[src/rtl/fifo_rd_stream.sv]
// Read-side adapter for the async FIFO: turns the one-cycle-latency rd/empty/dout
// port into a valid/ready stream through a 3-entry buffer. The read strobe is
// computed from registered state only, so m_ready never reaches fifo_rd.
module fifo_rd_stream #(
  parameter int unsigned DATA_WIDTH = 8
) (
  input  logic                  clk,
  input  logic                  rstn,
  input  logic                  flush,
  output logic                  fifo_rd,
  input  logic                  fifo_empty,
  input  logic [DATA_WIDTH-1:0] fifo_dout,
  output logic                  m_valid,
  input  logic                  m_ready,
  output logic [DATA_WIDTH-1:0] m_data,
  output logic [1:0]            occupancy
);

  logic [DATA_WIDTH-1:0] mem_q [3];
  logic [DATA_WIDTH-1:0] mem_d [3];
  logic [1:0]            wp_q, wp_d;
  logic [1:0]            rp_q, rp_d;
  logic [1:0]            cnt_q, cnt_d;
  logic                  inflight_q, inflight_d;

  logic [2:0]            cnt_sum;
  logic                  capture;
  logic                  pop;

  // Pointer increment over the 3-entry ring: 0 -> 1 -> 2 -> 0.
  function automatic logic [1:0] ptr_inc(input logic [1:0] p);
    return (p == 2'd2) ? 2'd0 : p + 2'd1;
  endfunction

  // Stream outputs: head of the buffer.
  always_comb begin
    m_valid   = (cnt_q != 2'd0);
    occupancy = cnt_q;
    case (rp_q)
      2'd1:    m_data = mem_q[1];
      2'd2:    m_data = mem_q[2];
      default: m_data = mem_q[0];
    endcase
  end

  // Read issue, capture and pop; flush overrides all of them.
  always_comb begin
    // Reserve a slot for the word already in flight before issuing another read.
    cnt_sum = {1'b0, cnt_q} + {2'b00, inflight_q};
    fifo_rd = rstn & ~flush & ~fifo_empty & (cnt_sum <= 3'd2);
    capture = inflight_q & ~flush;
    pop     = m_valid & m_ready & ~flush;
  end

  // Next-state for buffer, pointers, count and in-flight tracking.
  always_comb begin
    for (int i = 0; i < 3; i++) begin
      mem_d[i] = mem_q[i];
      if (capture && (wp_q == 2'(i))) begin
        mem_d[i] = fifo_dout;
      end
    end

    inflight_d = fifo_rd;

    if (flush) begin
      wp_d  = 2'd0;
      rp_d  = 2'd0;
      cnt_d = 2'd0;
    end else begin
      wp_d  = capture ? ptr_inc(wp_q) : wp_q;
      rp_d  = pop ? ptr_inc(rp_q) : rp_q;
      cnt_d = cnt_q;
      case ({capture, pop})
        2'b10:   cnt_d = cnt_q + 2'd1;
        2'b01:   cnt_d = cnt_q - 2'd1;
        default: cnt_d = cnt_q;
      endcase
    end
  end

  // State registers; reset also clears the buffer so m_data reads 0.
  always_ff @(posedge clk or negedge rstn) begin
    if (!rstn) begin
      for (int i = 0; i < 3; i++) begin
        mem_q[i] <= '0;
      end
      wp_q       <= 2'd0;
      rp_q       <= 2'd0;
      cnt_q      <= 2'd0;
      inflight_q <= 1'b0;
    end else begin
      for (int i = 0; i < 3; i++) begin
        mem_q[i] <= mem_d[i];
      end
      wp_q       <= wp_d;
      rp_q       <= rp_d;
      cnt_q      <= cnt_d;
      inflight_q <= inflight_d;
    end
  end

endmodule

[config.mk]
export PLATFORM = sky130hd
export DESIGN_NAME = fifo_rd_stream
export DESIGN_NICKNAME = d
export VERILOG_FILES = /design/src/rtl/fifo_rd_stream.sv
export SDC_FILE = /design/constraint.sdc
export NUM_CORES = 1
export LEC_CHECK = 0
export ABC_AREA = 0
export BUFFER_PORTS_ARGS = -buffer_cell sky130_fd_sc_hd__clkbuf_2
export CAP_MARGIN = 0
export CELL_PAD_IN_SITES_DETAIL_PLACEMENT = 0
export CELL_PAD_IN_SITES_GLOBAL_PLACEMENT = 1
export CORE_ASPECT_RATIO = 1.2
export CORE_MARGIN = 3
export CORE_UTILIZATION = 40
export CTS_CLUSTER_SIZE = 14
export DETAILED_ROUTE_END_ITERATION = 7
export PLACE_DENSITY = 0.73
export SLEW_MARGIN = 20
export SYNTH_ARGS = -nofsm -noshare
export SYNTH_HDL_FRONTEND = slang
export SYNTH_SLANG_ARGS = --single-unit
[constraint.sdc]
create_clock -name clk -period 2 [get_ports clk]
set_clock_uncertainty 0.2 [all_clocks]
set_input_delay 0.1 -clock clk [delete_from_list [all_inputs] [get_ports clk]]
set_output_delay 0.1 -clock clk [all_outputs]
set_load 0.01 [all_outputs]
==> qor.yml <==
startpoint_type: "register"
drtIter0Drc: 59
power.internal_mw: 1.121
cp_cell_sequence: "ha_2, inv_1, ha_4, a21oi_2, nor4b_2, buf_2"
num_rows: 23
grt_max_degree: 32
synth_common_cells: "dfrtp_1 (31), mux2_2 (24), nor2_1 (13)"
io_buffers: 24
hold_viol_final: 0
syn_inst: 124
gp_congestion: 0.6732
arrival_ns: 1.65
rsz0062_at_grt: "true"
grt_pass1_wl_microns: 5451
antenna_found_initial: 0
track_usage: 0.1570
coreArea_sq_um: 3482
synth-seq-cells: 31
overflow: 0
max_cap_violations: 0
start_util: 0.4362
clkPwrFrac: 0.323
power.density_nw_per_um2: 736.6
dp_slack_ns: 0.1617
wl_microns: 3141
wire_per_inst_microns: 13.90
cp_max_fo: 2
ys_types: 24
seqCellArea_sq_um: 777.0
synth-edff-count: 0
path_clk_slew_ns: 0.06
worst_pin_slew_ns: 0.4072
cts_sinks: 31
area_growth_pct: 33.94
final_util: 0.5843
worstSetupPathType: "reg2out"
synth_warnings: 0
fillerInstances: 306
maxSlewViolCount: 0
synth_flop_cell: "dfrtp_1"
drc: 0
worst_hold_path_type: "in2async"
tritoncts: "built"
max_freq_ghz: 0.5137
whs_ns: 0.2009
multi_input_area_sq_um: 742.0
antenna_left: 0
worst-endpoint-required_ns: 1.70
final_nets: 195
vias: 1128
crit_path_top_delay_cell: "dfrtp_1"
synthArstFlopShare: 1.000
numCtsBuffers: 5
worst_slack_ns: 0.05319
synth.net_count: 143
period_share: 0.9734
clk_path_buf_depth: 2
ir_drop_mv: 0.4196
ys_top_cells_by_area: "dfrtp_1 (51%), mux2_2 (18%), ha_1 (4.9%), a21oi_1 (4.0%), a22oi_1 (4.0%)"
critical_path.max_stage_delay_ns: 0.36
setup_violations: 0
power_frac_comb: 0.182
min_period_ns: 1.947
synth_top_area_share: 0.5107
grt_pass1_vias: 1160
synth.avg_cell_area_sq_um: 12.25
die-area_sq_um: 4576
p_switching_mw: 0.3778
worstSkewPairLatency_ns: 0.27
max-slew-margin-rel: 0.7256
clock-root-buffer: "clkbuf_8"
fp.dieH_microns: 73.51
cts.htree.levels: 2
p_leak_nw: 0.9455
p_sw_frac: 0.2521
yosys.area.top_type: "dfrtp_1"
p_seq_frac: 0.495
netlist_area_sq_um: 1519
yosysMostFrequentCell: "dfrtp_1"
seq_area_frac_synth: 0.5107
ios: 25
outcome: "finished, final reports clean"
hpwlAfterDp_microns: 2034
final_layout_size_suffix_gt1_frac: 0.4886
first_pass_iters: 4
die_w_microns: 62.26
routed_via_density: 4.991
n_antenna_cell: 0
end_kind: "output pin"
[kinds of logic (layout without fill, tap and decap cells)]
family,Yosys count,count (layout),share of synthesized area
multiplexers,27,27,0.1977
AO/OA/AOI/OAI,24,24,0.09638
flip-flops,31,31,0.5107
adder cells (fa/ha/maj),6,6,0.04942
AND/OR/NAND/NOR,26,26,0.1137
buffers and inverters,10,62,0.03212
[critical path: cells and delay by family (launching register included)]
family / cells / cell delay (ns)
buffers and inverters: 2 / 0.25
adders and majority gates: 2 / 0.45
and+or+nand+nor: 1 / 0.26
AOI/OAI and AO/OA: 1 / 0.05
DFF: 1 / 0.36
[per-layer routing]
metal	vias up	GRT usage	wire, microns
li1	545	-	-
met1	558	0.1802	1386
met2	21	0.2823	1621
met3	4	0.03823	101
met4	0	0.06618	31
met5	-	0	0
[power by group through the flow]
stage                     Combinational (mW)  Clock (mW)  Sequential (mW)
after detailed placement               0.247           0            0.753
after CTS                              0.274       0.506            0.742
final                                  0.273       0.484            0.742
after global placement                 0.242           0            0.748
after global routing                   0.305       0.532            0.751
after floorplan                        0.154           0            0.743
[final cells by class]
cell class | count | share of cell area
Timing Repair Buffer | 51 | 0.1722
Tap cell | 50 | 0.03075
Clock inverter | 1 | 0.002460
Sequential cell | 31 | 0.3819
Inverter | 4 | 0.007380
Multi-Input combinational cell | 83 | 0.3647
Clock buffer | 6 | 0.04059
[repair_timing]
item,4_1_cts,5_1_grt
setup endpoints to repair,1,10
setup buffers,6,2
gates resized for setup,1,11
hold endpoints to repair,61,0
pin swaps,1,4
hold buffers,11,0
[cell usage in the layout, fill, tap and decap left out, types with 6 or more instances in the layout]
master | synthesis | layout
dfrtp_1 | 31 | 30
clkbuf_2 | 0 | 23
clkbuf_8 | 0 | 6
a22oi_1 | 8 | 8
a21oi_1 | 12 | 11
buf_4 | 1 | 16
mux2_2 | 24 | 24
nor2_1 | 13 | 12
dlygate4sd3_1 | 0 | 11
[worst paths after layout]
| path | startpoint | end | slack (ns) | cells past startpoint |
|---|---|---|---|---|
| max | inflight_q | fifo_rd | 0.05 | 6 |
| min | rstn | inflight_q | 0.20 | 3 |
| max reg2reg | inflight_q | inflight_q | 0.12 | 9 |
| min reg2reg | mem_q[17] | mem_q[17] | 0.31 | 1 |
| max in group asynchronous | rstn | occupancy[1] | 1.09 | 3 |
| min in group clk | fifo_empty | fifo_rd | 0.27 | 3 |
[state kept, by name, summed over array words and instances (netlist names)]
name	count
mem_q	24
occupancy	2
rp_q	2
wp_q	2
inflight_q	1
[metrics by stage]
step | power (mW) | cell area, sq um | TNS (ns) | std cells
after floorplan | 0.8971 | 1519 | 0 | 124
after global placement | 0.9898 | 1728 | 0 | 200
after detailed placement | 0.9999 | 1728 | 0 | 200
after CTS | 1.521 | 1977 | 0 | 224
after global routing | 1.587 | 2034 | -0.07557 | 226
final | 1.499 | 2034 | 0 | 226
(Power assumes the default switching activity.)
